[config.mk]
export PLATFORM = sky130hd
export DESIGN_NAME = pcrc_generator
export DESIGN_NICKNAME = d
export VERILOG_FILES = /design/src/rtl/pcrc_generator.sv
export SDC_FILE = /design/constraint.sdc
export NUM_CORES = 1
export LEC_CHECK = 0
export CAP_MARGIN = 20
export CELL_PAD_IN_SITES_DETAIL_PLACEMENT = 2
export CELL_PAD_IN_SITES_GLOBAL_PLACEMENT = 2
export CORE_ASPECT_RATIO = 1.75
export CORE_MARGIN = 2
export CORE_UTILIZATION = 31
export DETAILED_ROUTE_END_ITERATION = 16
export PLACE_DENSITY = 0.79
export SETUP_SLACK_MARGIN = 0.4
export SLEW_MARGIN = 10
export SYNTH_ARGS = -nofsm -noshare
export SYNTH_HDL_FRONTEND = slang
export SYNTH_SLANG_ARGS = --single-unit
[constraint.sdc]
create_clock -name clk -period 1.7 [get_ports clk]
set_input_delay 0.425 -clock clk [delete_from_list [all_inputs] [get_ports clk]]
set_output_delay 0.425 -clock clk [all_outputs]
set_load 0.005 [all_outputs]
[src/rtl/pcrc_generator.sv]
// rtl/pcrc_generator.sv - CAN XL transmit preface CRC accumulator and serialiser
module pcrc_generator #(
  parameter logic [12:0] POLY       = 13'h1C1F,
  parameter logic [12:0] INIT       = 13'h0000,
  parameter bit          INCL_STUFF = 1'b1
) (
  input  logic        clk,
  input  logic        g_rst,
  input  logic        tx_start,
  input  logic        tx_bit_en,
  input  logic        tx_bit,
  input  logic        tx_stuff_bit,
  input  logic        pcrc_send,
  input  logic        act_err_frm_tx,
  input  logic        psv_err_frm_tx,
  input  logic        arb_lost,
  input  logic        tx_success,
  output logic [12:0] pcrc,
  output logic        pcrc_bit,
  output logic        pcrc_bit_vld,
  output logic        pcrc_done,
  output logic        busy
);

  localparam logic [1:0] IDLE = 2'd0;
  localparam logic [1:0] CALC = 2'd1;
  localparam logic [1:0] SEND = 2'd2;
  localparam logic [1:0] DONE = 2'd3;

  logic [1:0]  state;
  logic [12:0] shadow;
  logic [3:0]  count;
  logic        abort;
  logic        fb;
  logic        calc_take;

  assign abort     = act_err_frm_tx | psv_err_frm_tx | arb_lost;
  assign fb        = tx_bit ^ pcrc[12];
  assign calc_take = tx_bit_en & (~tx_stuff_bit | INCL_STUFF);

  assign pcrc_bit     = (state == SEND) & shadow[12];
  assign pcrc_bit_vld = (state == SEND);
  assign busy         = (state == CALC) | (state == SEND);

  always_ff @(posedge clk or posedge g_rst) begin
    if (g_rst) begin
      state     <= IDLE;
      pcrc      <= 13'd0;
      shadow    <= 13'd0;
      count     <= 4'd0;
      pcrc_done <= 1'b0;
    end else begin
      pcrc_done <= 1'b0;
      if (abort || tx_success) begin
        state <= IDLE;
      end else if (tx_start) begin
        pcrc  <= INIT;
        count <= 4'd0;
        state <= CALC;
      end else begin
        case (state)
          CALC: begin
            // a strobe coinciding with pcrc_send belongs to the PCRC field, not the preface
            if (pcrc_send) begin
              shadow <= pcrc;
              state  <= SEND;
            end else if (calc_take) begin
              pcrc <= {pcrc[11:0], 1'b0} ^ (fb ? POLY : 13'd0);
            end
          end
          SEND: begin
            // stuff bits are inserted by the formatter and never consume a CRC bit
            if (tx_bit_en && !tx_stuff_bit) begin
              shadow <= {shadow[11:0], 1'b0};
              count  <= count + 4'd1;
              if (count == 4'd12) begin
                state     <= DONE;
                pcrc_done <= 1'b1;
              end
            end
          end
          default: ;
        endcase
      end
    end
  end

endmodule

Yosys cells after proc, flatten, opt, wreduce, memory -nomap -nowiden
Cells that the tools add are included.

Add/sub/neg operators: 1. Eq/ne operators: 9. Muxes and demuxes: 22. Bitwise logic cells: 8. Reduce and logical (&&, ||, !) cells: 13.

Operators by type and width (number): $mux W13 (7); $pmux W13 S2 (1); $xor A13 B13 Y13 (1); $mux W4 (3); $mux W2 (5); $reduce_bool A2 Y1 (5); $ne A4 B2 Y1 const B (2); $reduce_and A4 Y1 (2); $mux W1 (5); $reduce_and A5 Y1 (1); $add A4 B1 Y4 const B (1); $eq A4 B4 Y1 const B (1); $ne A2 B2 Y1 const B (2); $ne A4 B3 Y1 const B (1); $pmux W2 S2 (1); $reduce_bool A4 Y1 (1); $or A1 B1 Y1 (3); $reduce_and A3 Y1 (1); $eq A2 B1 Y1 const B (1); $eq A2 B2 Y1 const B (1); $ne A2 B1 Y1 const B (1); $not A1 Y1 (2); $and A1 B1 Y1 (1); $logic_and A1 B1 Y1 (1); other kinds (3) (3).

Register bits after elaboration: 33. Input bits: 11. Output and inout port bits: 17. Word-level logic and storage cells: 58.

Depth between registers and ports, before layout
Gate-level depths: netlist (run 1).

Word-level depth: 7. Depth in mapped cells: 8. Gate-level depth less buffers: 6.

Worst setup path before layout (run 1)
No wires, ideal clock.

Kind: flip-flop to flip-flop. Start point: reg state[0]. End point: reg shadow[10]. Setup time: 125 ps. Arrival time: 1777 ps. Required time: 1575 ps. Setup slack: -202 ps. Stages on the path, launching flop included: 7. Path buffers: 2. Period minus slack after synthesis: 1902 ps. Path through: dfrtp_1 > inv_1 > ha_1 > buf_2 > clkbuf_1 > mux2_2 > mux2_4.

Word-level cells in the longest chain between the ends: 3. Elaborated cells on any way between the ends: 7. Those cells by class: eq/ne: 4; mux: 1; reduce/logical: 2.

RTL lines: from (decl) (line 30) `logic [1:0] state;`; from (signal assigned) (line 47) `state <= IDLE;`; from (signal assigned) (line 55) `state <= IDLE;`; from (signal assigned) (line 59) `state <= CALC;`; $eq A2 B2 Y1 (*); via pcrc_bit_vld (line 20) `output logic pcrc_bit_vld,`; $ne A2 B1 Y1 (no source line) or $reduce_bool A2 Y1 (tied branches); $reduce_and A5 Y1 (no source line); to (signal assigned) (line 65) `shadow <= pcrc;`; to (signal assigned) (line 74) `shadow <= {shadow[11:0], 1'b0};`; to (decl) (line 31) `logic [12:0] shadow;`.

The timed path passes the listed nets; every way through them passes the cells marked *. A chain may end at the register's enable or synchronous reset.

Worst setup path after layout (run 1)
Start point: in tx_stuff_bit. End point: reg shadow[9].

Word-level cells in the longest chain between the ends: 4.

RTL lines: from (decl) (line 12) `input logic tx_stuff_bit,`; $logic_not A1 Y1 (line 73) `if (tx_bit_en && !tx_stuff_bit) begin`; $logic_and A1 B1 Y1 (line 73); $ne A2 B1 Y1 (no source line); $reduce_and A5 Y1 (no source line).

No other way between the ends.

==> metrics.txt, run 1 <==
maximum clock frequency=between 500 and 600 MHz; design area=about 2800 µm²; final core utilization=0.5072; leading cell type by number of instances after synthesis=sky130_fd_sc_hd__dfrtp_1; final worst clock skew=0.01134 ns; I/O pins=28; PnR worst setup slack=-0.08444 ns; ANT cells=0; number of antenna-violating nets in the routed design=0; dominant cells by area after synthesis=sky130_fd_sc_hd__dfrtp_1 (47%), sky130_fd_sc_hd__mux2_2 (9.6%), sky130_fd_sc_hd__mux2_4 (8.5%); half-perimeter wire length after placement=3.764 mm; post-route minimum period=approximately 1.8 ns; startpoint of the lowest-slack hold path=shadow[1]; Hold WS=~0.52 ns; combined global-route utilization of all metal layers=0.2456; Critical Path Fanout Max=7; setup-violating endpoint count in the final report=15; number of vias after detailed routing=approximately 1500; Peak VDD IR=about 470 µV; maximum level of the CTS H-tree=2; number of fill cells=roughly 550; portion of synthesized cell area occupied by the leading cell type=0.4694; cell type with the largest total area after synthesis=sky130_fd_sc_hd__dfrtp_1; DR DRC count=0; core outline area=~5500 µm²; Slowest cell on crit path=sky130_fd_sc_hd__clkdlybuf4s50_1; Post-Syn Nets=158; crit-path max cell delay=0.45 ns; Lkg Pwr=roughly 1.4 nW; startpoint of the most critical setup path=tx_stuff_bit; per-cell routed wire length=23.51 µm; number of DRC violations after detailed-routing iteration 0=30; summed instance area of the synthesized netlist=1759 µm²; proportion of synthesized chip area in sequential cells=0.4694; clock buffers created by TritonCTS=5; total area of multi-input combinational cells=approximately 1000 µm²; portion of the clock cycle consumed by the worst path in the final layout=1.050; routed wire length=slightly above 7 mm; std cell rows=36; Die Footprint=6317 µm²; number of maximum-capacitance violations=0; Reg clk slew, reported paths=around 0.090 ns; result of the run=finished with violations; origin of the critical flop-to-flop path=state[0]; Net count, final=238; Sinks on Clock Net=33; placer's final routability congestion estimate=about 0.8; largest delay contributor family on the critical path=compound AO/OA/AOI/OAI gates; cell at the root of the clock tree=sky130_fd_sc_hd__clkbuf_8; proportion of layout cells with a drive suffix above 1=0.6250; register bit total from synthesis=33; Crit Path Category=in -> reg; drt via density=~5.1; cells along the critical path=clkdlybuf4s50_1, nand2b_1, a21boi_4, o211ai_4, mux2_4; number of buffers on the longest clock path=2; Congestion Overflow GR=0; area delta synth->final=59.74%; Power per Cell Area=around 620 nW/µm²; vias in the first global route=1860; final-report hold violation count=0; Mean Syn Cell Area=approximately 12 µm²; overall die width=between 60 and 70 µm; global-route wire length before repair=approximately 11 mm; post-placement cell count=about 260; prevailing post-synth register cell=sky130_fd_sc_hd__dfrtp_1; list of most frequent post-synthesis cells=sky130_fd_sc_hd__dfrtp_1 (33), sky130_fd_sc_hd__mux2_2 (15), sky130_fd_sc_hd__mux2_4 (10); number of buffers and inverters on the critical path=1; Worst setup EP type=flip-flop; Initial DRT Pass Iterations=4; filler-free cell count of the finished design=300; Slew headroom=0.6986; RSZ-0062 raised after global routing=yes; warning count from the yosys run=0; largest net degree at the start of global routing=34; initial standard-cell utilization of the core=0.3175; sort of element at the start of the critical path=input pin; clock tree from TritonCTS=yes; Syn Inst Count=about 140; Port Buffer Count=27; area taken by flip-flops and latches=832.0 µm²; Crit path required time=1.88 ns; transition time at the pin with the least slew margin=0.4520 ns; placement-stage cell area=about 2300 µm²; post-synthesis cell type count=37; clock network latency to the later pin of the worst-skew pair=approximately 0.3 ns; worst path arrival time=around 2 ns; Die H=103.7 µm; final slew viol count=0; min-delay worst type=reg -> reg; share of async-settable or async-resettable flops after synthesis=1.000; initial antenna violation count=0; hold_buf cts=0; failing checks=negative setup slack; Post-synth EDFFs=0
[what timing repair did]
| action | 4_1_cts | 5_1_grt |
|---|---|---|
| gates resized for setup | 141 | 8 |
| setup buffers | 25 | 4 |
| cloned | 2 | 0 |
| endpoints found under the setup margin | 50 | 38 |
| pin swaps | 18 | 5 |
[routing by layer]
layer / track usage / vias up / wire length (µm)
li1: - / 677 / -
met1: 0.2736 / 782 / 2466
met2: 0.4409 / 40 / 4194
met3: 0.04120 / 16 / 166
met4: 0.09006 / 0 / 225
met5: 0 / - / 0
[sequential cells by signal (all words and copies together) (netlist names)]
name / count
shadow: 13
pcrc_done: 1
count: 4
state: 2
pcrc: 13
[stage by stage]
stage / TNS (ns) / setup WS (ns) / power (mW)
6_report: -0.8611 / -0.08444 / 1.755
2_1_floorplan: -1.799 / -0.1578 / 0.8669
4_1_cts: -0.1862 / -0.03765 / 1.744
3_5_place_dp: -16.46 / -0.6059 / 0.9482
5_1_grt: -1.988 / -0.1179 / 1.802
3_3_place_gp: -14.57 / -0.5481 / 0.9410
[report_power, final]
part | internal, mW | switching, mW
logic | 0.0830 | 0.0920
clock network | 0.439 | 0.348
registers | 0.790 | 0.00359
total | 1.31 | 0.443
[layout by cell type (no fill, tap or decap), drive strengths merged, types with 2 or more instances in the layout]
master         instances
nand2b                 2
a21oi                  4
a21o                   2
mux2i                  2
nand4                  2
nand2                  5
clkdlybuf4s50          5
clkbuf                 5
a32o                   2
buf                   72
xor2                   7
o211ai                 2
dfrtp                 33
nor3                   3
a22o                   9
ha                     4
nor2                   6
inv                    8
mux2                  25
o21ai                  8
[cells by family after synthesis]
logic type	share of synthesized area
and+or+nand+nor	0.09674
DFF	0.4694
xor gates and xnor gates	0.03983
adders and majority gates	0.02845
buffers and inverters	0.04125
muxes	0.1927
AOI/OAI and AO/OA	0.1316
[final timing paths]
kind / to / slack, ns / depth (start not counted)
min in group asynchronous: shadow[3] / 0.53 / 3
setup / recovery: shadow[9] / -0.08 / 5
max in group asynchronous: pcrc[12] / 0.82 / 3
setup reg to reg: shadow[9] / -0.06 / 6
hold / removal: shadow[1] / 0.52 / 1
hold reg to reg: shadow[1] / 0.52 / 1
[final cells by class]
| cell class | instances | share of cell area |
|---|---|---|
| multi-input cells | 96 | 0.3691 |
| flip-flops and latches | 33 | 0.2961 |
| repair buffers | 79 | 0.2493 |
| well taps | 76 | 0.03384 |
| clock buffers | 5 | 0.02449 |
| clock inverters | 3 | 0.01647 |
| inverters | 8 | 0.01069 |
No activity file was read; power rests on OpenSTA's default activity.
==> run 2: changes to the inputs <==
==> constraint.sdc (replaced) <==
create_clock -name clk -period 1.7 [get_ports clk]
set_input_delay 0.51 -clock clk [delete_from_list [all_inputs] [get_ports clk]]
set_output_delay 0.51 -clock clk [all_outputs]
set_load 0.005 [all_outputs]
==> run 2 against run 1 <==
The flow still finishes with violations (negative setup slack). Critical path type is now reg -> reg. Largest cell class unchanged. Highest routed layer unchanged. Die area is the same. First-iteration DRC count grew 63%. Non-clock buffer count grew 4.
==> metrics.txt, run 2 (synthesis gave the netlist of run 1 again) <==
result of the run=finished with violations; failing checks=negative setup slack; portion of the clock cycle consumed by the worst path in the final layout=1.145 (+0.09557); Port Buffer Count=27 (unchanged); combined global-route utilization of all metal layers=0.2313 (-0.01429); internal power of the cells=1.237 mW (-5.7%); sequential power share=0.477 (+0.025); number of DRC violations after detailed-routing iteration 0=49 (+63%); I/O pins=28 (unchanged); RSZ-0062 raised after global routing=yes; Lkg Pwr=1.393 nW (+0.40%); Crit Path Category=reg -> reg; cell at the root of the clock tree=sky130_fd_sc_hd__clkbuf_8; origin of the critical flop-to-flop path=state[1]; number of maximum-capacitance violations=0 (unchanged); Slowest cell on crit path=sky130_fd_sc_hd__dfrtp_1; net switching component of the power=0.4253 mW (-4.0%); startpoint of the most critical setup path=state[1]; per-cell routed wire length=24.63 µm (+4.8%); final-report hold violation count=0 (unchanged); final worst clock skew=0.01309 ns (+0.001750 ns); number of antenna-violating nets in the routed design=0 (unchanged); number of buffers on the longest clock path=2 (unchanged); largest delay contributor family on the critical path=buffers and inverters; Initial DRT Pass Iterations=4 (unchanged); routed wire length=7.487 mm (+6.2%); crit-path max cell delay=0.44 ns (about the same); most common library cell in the layout ignoring fill and taps=sky130_fd_sc_hd__buf_4; Peak VDD IR=319.1 µV (-32%); registers with the most flip-flops=pcrc (13), shadow (13), count (4); Die Footprint=6317 µm² (unchanged); Power per Cell Area=600.7 nW/µm² (-3.8%); worst path arrival time=2.18 ns (+0.21 ns); DR DRC count=0 (unchanged); placer's final routability congestion estimate=0.8095 (+1.2%); combinational group share of total power=0.103 (+0.003); net switching fraction of the power=0.2558 (+0.003290); number of fill cells=559 (+1.8%); overall die width=60.95 µm (unchanged); std cell rows=36 (unchanged); clock network latency to the later pin of the worst-skew pair=0.31 ns (about the same); maximum level of the CTS H-tree=2 (unchanged); core outline area=5540 µm² (unchanged); min-delay worst type=reg -> reg; post-placement setup slack=-0.6833 ns (-0.07739 ns); top library cells by usage in the layout, fill and taps aside=sky130_fd_sc_hd__buf_4 (37), sky130_fd_sc_hd__dfrtp_1 (31), sky130_fd_sc_hd__buf_6 (20); number of buffers and inverters on the critical path=5 (+4); setup-violating endpoint count in the final report=35 (+20); sort of element at the start of the critical path=flip-flop; PnR worst setup slack=-0.2469 ns (-0.1625 ns); Die H=103.7 µm (unchanged); drt via density=5.135 (+1.7%); proportion of power drawn by the clock network=0.420 (-0.028); initial antenna violation count=0 (unchanged); Congestion Overflow GR=0 (unchanged); cells along the critical path=buf_4, inv_2, ha_4, buf_6, nand3b_1, buf_4, nor3_4, buf_6, a221o_1; half-perimeter wire length after placement=3.788 mm (+0.65%); Reg clk slew, reported paths=0.08 ns (about the same); number of vias after detailed routing=1561 (+3.0%); Net count, final=242 (+1.7%); largest net degree at the start of global routing=34 (unchanged); clock buffers created by TritonCTS=5 (unchanged); Slew headroom=0.7013 (+0.002678); global-route wire length before repair=10.46 mm (-5.3%); Sinks on Clock Net=33 (unchanged); Critical Path Fanout Max=5 (-2); startpoint of the lowest-slack hold path=shadow[0]; maximum clock frequency=513.6 MHz (-8.3%); transition time at the pin with the least slew margin=0.4459 ns (-0.006153 ns); post-route minimum period=1.947 ns (+0.1625 ns); Worst setup EP type=flip-flop; final core utilization=0.4995 (-0.007679); initial standard-cell utilization of the core=0.3175 (unchanged); final slew viol count=0 (unchanged); area delta synth->final=57.33%; Hold WS=0.5139 ns (-0.007559 ns); proportion of layout cells with a drive suffix above 1=0.6096 (-0.01535); Crit path required time=1.93 ns (+0.05 ns); clock tree from TritonCTS=yes; ANT cells=0 (unchanged); post-route total power=1.663 mW (-5.3%); vias in the first global route=1784 (-4.1%)
==> run 2: cell types whose count changed in the layout (fill, tap and decap cells not counted), sizes merged <==
cell,delta
dlygate4sd2,+1
bufinv,-1
clkdlybuf4s50,-1
clkinvlp,-1
clkbuf,+2
buf,+4
==> run 2: stage by stage <==
| step | instances | setup TNS, ns | instance area, µm² |
|---|---|---|---|
| after floorplan | 143 | -3.680 | 1783 |
| after global placement | 262 | -17.50 | 2282 |
| after detailed placement | 262 | -19.19 | 2282 |
| after CTS | 297 | -1.938 | 2664 |
| after global routing | 304 | -7.934 | 2768 |
| final | 304 | -6.378 | 2768 |
==> run 2: worst paths after layout <==
kind / slack [ns] / endpoint / depth (start not counted)
max: -0.25 / pcrc[10] / 9
min: 0.51 / shadow[0] / 1
max reg2reg: -0.25 / pcrc[10] / 9
min reg2reg: 0.51 / shadow[0] / 1
max in group asynchronous: 0.94 / pcrc[12] / 3
min in group asynchronous: 0.55 / pcrc[8] / 3
==> run 2: layout make-up <==
| class | instances | area, µm² | share of cell area |
|---|---|---|---|
| sequential | 33 | 828.3 | 0.2993 |
| multi-input combinational | 96 | 1007 | 0.3639 |
| tap | 76 | 95.09 | 0.03436 |
| clock buffer | 7 | 96.34 | 0.03481 |
| clock inverter | 1 | 5.005 | 0.001808 |
| timing repair buffer | 83 | 705.7 | 0.2550 |
| inverter | 8 | 30.03 | 0.01085 |
==> run 2: power groups by stage <==
stage | sequential, mW | combinational [mW] | clock, mW
after floorplan | 0.809 | 0.0566 | 0
after global placement | 0.810 | 0.132 | 0
after detailed placement | 0.811 | 0.140 | 0
after CTS | 0.793 | 0.159 | 0.682
after global routing | 0.793 | 0.182 | 0.730
final | 0.793 | 0.171 | 0.699
==> run 2: per-layer routing <==
layer  track usage  share of wire  routed length [µm]
met3       0.02122          0.022                 166
met2        0.4086           0.56                4187
met5             0              0                   0
met4       0.09161          0.031                 232
met1        0.2722           0.39                2901
==> run 2: timing repair <==
action	in CTS	in global routing
setup endpoints to repair	50	50
cloned	3	0
pin swaps	15	14
hold buffers	0	0
resized for setup	129	17
setup buffers	24	7
==> run 3: changes to the inputs <==
- ABC_AREA: not set -> 1
- CORE_UTILIZATION: 31 -> 28
- MAX_ROUTING_LAYER: not set -> met4
- PLACE_DENSITY: 0.79 -> 0.82
==> run 3 against run 2 <==
The flow now finishes without violations. Setup slack better by 0.30 ns. Critical endpoint is now busy. Register-to-register slack better by 0.32 ns. Combinational power rose to 3.7 times the previous value. Sequential power up 18%. Global-route usage down 2.5 points. Largest power group unchanged. Synthesized cell count up 61%. First-iteration DRC count down 33%. Critical path type is now reg -> out.
==> metrics.txt, run 3 <==
result of the run=complete, no violations; final-report hold violation count=0 (unchanged); std cell rows=38 (+5.6%); dominant cells by area after synthesis=sky130_fd_sc_hd__dfrtp_1 (46%), sky130_fd_sc_hd__nand2_1 (16%), sky130_fd_sc_hd__inv_1 (6.9%); worst path arrival time=1.13 ns (-1.05 ns); number of buffers on the longest clock path=2 (unchanged); summed instance area of the synthesized netlist=1787 µm² (+1.6%); final worst clock skew=0.004007 ns (-0.009079 ns); I/O pins=28 (unchanged); RSZ-0062 raised after global routing=yes; setup-violating endpoint count in the final report=0 (-100%); clock tree from TritonCTS=yes; number of fill cells=688 (+23%); Worst setup EP type=output pin; top library cells by usage in the layout, fill and taps aside=sky130_fd_sc_hd__nand2_1 (62), sky130_fd_sc_hd__buf_4 (35), sky130_fd_sc_hd__dfrtp_1 (33); area delta synth->final=57.84%; global-route wire length before repair=10.58 mm (+1.2%); cells along the critical path=ha_4, inv_2, buf_6; proportion of layout cells with a drive suffix above 1=0.4281 (-0.1815); hold_buf cts=0 (unchanged); final slew viol count=0 (unchanged); Power per Cell Area=778.1 nW/µm² (+30%); clock network latency to the later pin of the worst-skew pair=0.29 ns (-0.02 ns); combined global-route utilization of all metal layers=0.2062 (-0.02505); overall die width=64.39 µm (+5.6%); list of most frequent post-synthesis cells=sky130_fd_sc_hd__nand2_1 (76), sky130_fd_sc_hd__dfrtp_1 (33), sky130_fd_sc_hd__inv_1 (33); Sinks on Clock Net=33 (unchanged); routed wire length=7.476 mm (-0.15%); share of async-settable or async-resettable flops after synthesis=1.000 (unchanged); crit-path max cell delay=0.43 ns (about the same); Lkg Pwr=1.417 nW (+1.7%); register bit total from synthesis=33 (unchanged); number of antenna-violating nets in the routed design=0 (unchanged); Post-Syn Nets=245 (+55%); met2 Usage GRT=0.4018 (-0.006816); post-synthesis cell type count=21 (-43%); Initial DRT Pass Iterations=4 (unchanged); largest net degree at the start of global routing=34 (unchanged); proportion of synthesized chip area in sequential cells=0.4622 (-0.007232); Slowest cell on crit path=sky130_fd_sc_hd__dfrtp_1; half-perimeter wire length after placement=4.023 mm (+6.2%); Critical Path Fanout Max=2 (-3); core outline area=6181 µm² (+12%); Syn Inst Count=230 (+61%); Crit path required time=1.19 ns (-0.74 ns); initial antenna violation count=0 (unchanged); number of DRC violations after detailed-routing iteration 0=33 (-33%); leading cell type by number of instances after synthesis=sky130_fd_sc_hd__nand2_1; DR DRC count=0 (unchanged); Congestion Overflow GR=0 (unchanged); placer's final routability congestion estimate=0.7371 (-8.9%); Die Footprint=7061 µm² (+12%); number of maximum-capacitance violations=0 (unchanged); drt via density=4.832 (-5.9%); min-delay worst type=reg -> reg; cell at the root of the clock tree=sky130_fd_sc_hd__clkbuf_8; maximum clock frequency=608.5 MHz (+18%); registers with the most flip-flops=pcrc (13), shadow (13), count (4); Mean Syn Cell Area=7.768 µm² (-37%); cell type with the largest total area after synthesis=sky130_fd_sc_hd__dfrtp_1; prevailing post-synth register cell=sky130_fd_sc_hd__dfrtp_1; warning count from the yosys run=0 (unchanged); vias in the first global route=2158 (+21%); Crit Path Category=reg -> out; Die H=109.7 µm (+5.8%); post-route minimum period=1.644 ns (-0.3034 ns); Slew headroom=0.7788 (+0.07747); portion of the clock cycle consumed by the worst path in the final layout=0.9668 (-0.1785); ANT cells=0 (unchanged); number of vias after detailed routing=1865 (+19%); portion of synthesized cell area occupied by the leading cell type=0.4622 (-0.007232); clock buffers created by TritonCTS=5 (unchanged); transition time at the pin with the least slew margin=0.3284 ns (-0.1175 ns); Post-synth EDFFs=0 (unchanged); post-route total power=2.194 mW (+32%); most utilized layer in the global route result=met2; met3 capacity usage during global routing=0.02661 (+0.005389); maximum level of the CTS H-tree=2 (unchanged); Port Buffer Count=27 (unchanged); Net count, final=321 (+33%); final core utilization=0.4563 (-0.04327); Reg clk slew, reported paths=0.07 ns (about the same); initial standard-cell utilization of the core=0.2891 (-0.02846); per-cell routed wire length=19.37 µm (-21%); most common library cell in the layout ignoring fill and taps=sky130_fd_sc_hd__nand2_1; sort of element at the start of the critical path=flip-flop; global routing usage on met1=0.1987 (-0.07351); Peak VDD IR=389.5 µV (+22%)
run 3: changes by cell type in the layout (fill, tap and decap cells not counted), sizes merged, moves of 9 or more:
| cell | previous run | this run |
|---|---|---|
| a22o | 9 | 0 |
| buf | 76 | 64 |
| inv | 8 | 34 |
| nand3 | 1 | 25 |
| o21ai | 8 | 26 |
| mux2 | 25 | 0 |
| nand2 | 5 | 79 |
run 3: final timing paths:
check / startpoint / to / slack [ns] / cells past startpoint
worst max-delay path: state[1] / busy / 0.06 / 3
worst min-delay path: shadow[1] / shadow[1] / 0.49 / 2
worst max register to register: state[1] / shadow[4] / 0.07 / 9
worst min register to register: shadow[1] / shadow[1] / 0.49 / 2
max in group asynchronous: g_rst / shadow[2] / 0.93 / 3
min in group asynchronous: g_rst / count[1] / 0.58 / 3
run 3: cell type report:
class,count,area (µm²),area share
repair buffers,76,681.9,0.2418
well taps,80,100.1,0.03549
flip-flops and latches,33,825.8,0.2928
multi-input cells,156,991.0,0.3514
inverters,34,135.1,0.04792
clock buffers,7,86.33,0.03061
run 3: power breakdown:
part	total, mW	internal, mW	leakage [nW]	switching [mW]
Clock	0.625	0.322	0.0443	0.303
Sequential	0.937	0.872	0.442	0.0643
Combinational	0.633	0.300	0.931	0.333
run 3: kinds of logic after synthesis:
logic type	share of synthesized area
xor+xnor	0.03922
simple gates	0.2899
fa+ha+maj	0.02801
buf+inv	0.1029
flops	0.4622
compound gates	0.07773
run 3: worst max-delay path: cells and delay by family, from the launching register on:
family / cells / cell delay [ns]
DFF: 1 / 0.43
adders and majority gates: 1 / 0.29
buffers and inverters: 2 / 0.13
run 3: timing repair:
action,in CTS,in global routing
pin swaps,7,7
cloned,4,0
endpoints found under the setup margin,50,49
buffers inserted,18,9
resized for setup,117,44
run 3: per-stage QoR:
stage	TNS [ns]	worst slack [ns]	cell area (µm²)	cells	hold WS (ns)
finish	0	0.05649	2820	386	0.4937
global route	-0.003139	-0.003139	2820	386	0.5167
CTS	0	0.07192	2625	377	0.4877
detailed placement	-4.859	-0.1864	2281	348	0.4711
global placement	-3.154	-0.1268	2281	348	0.4539
floorplan	0	0.2334	1807	230	0.4417
run 3: per-layer routing:
layer  part of all wire  wire length [µm]
met4              0.026               195
met3              0.023               171
met5                  0                 0
met1               0.35              2597
met2               0.60              4512
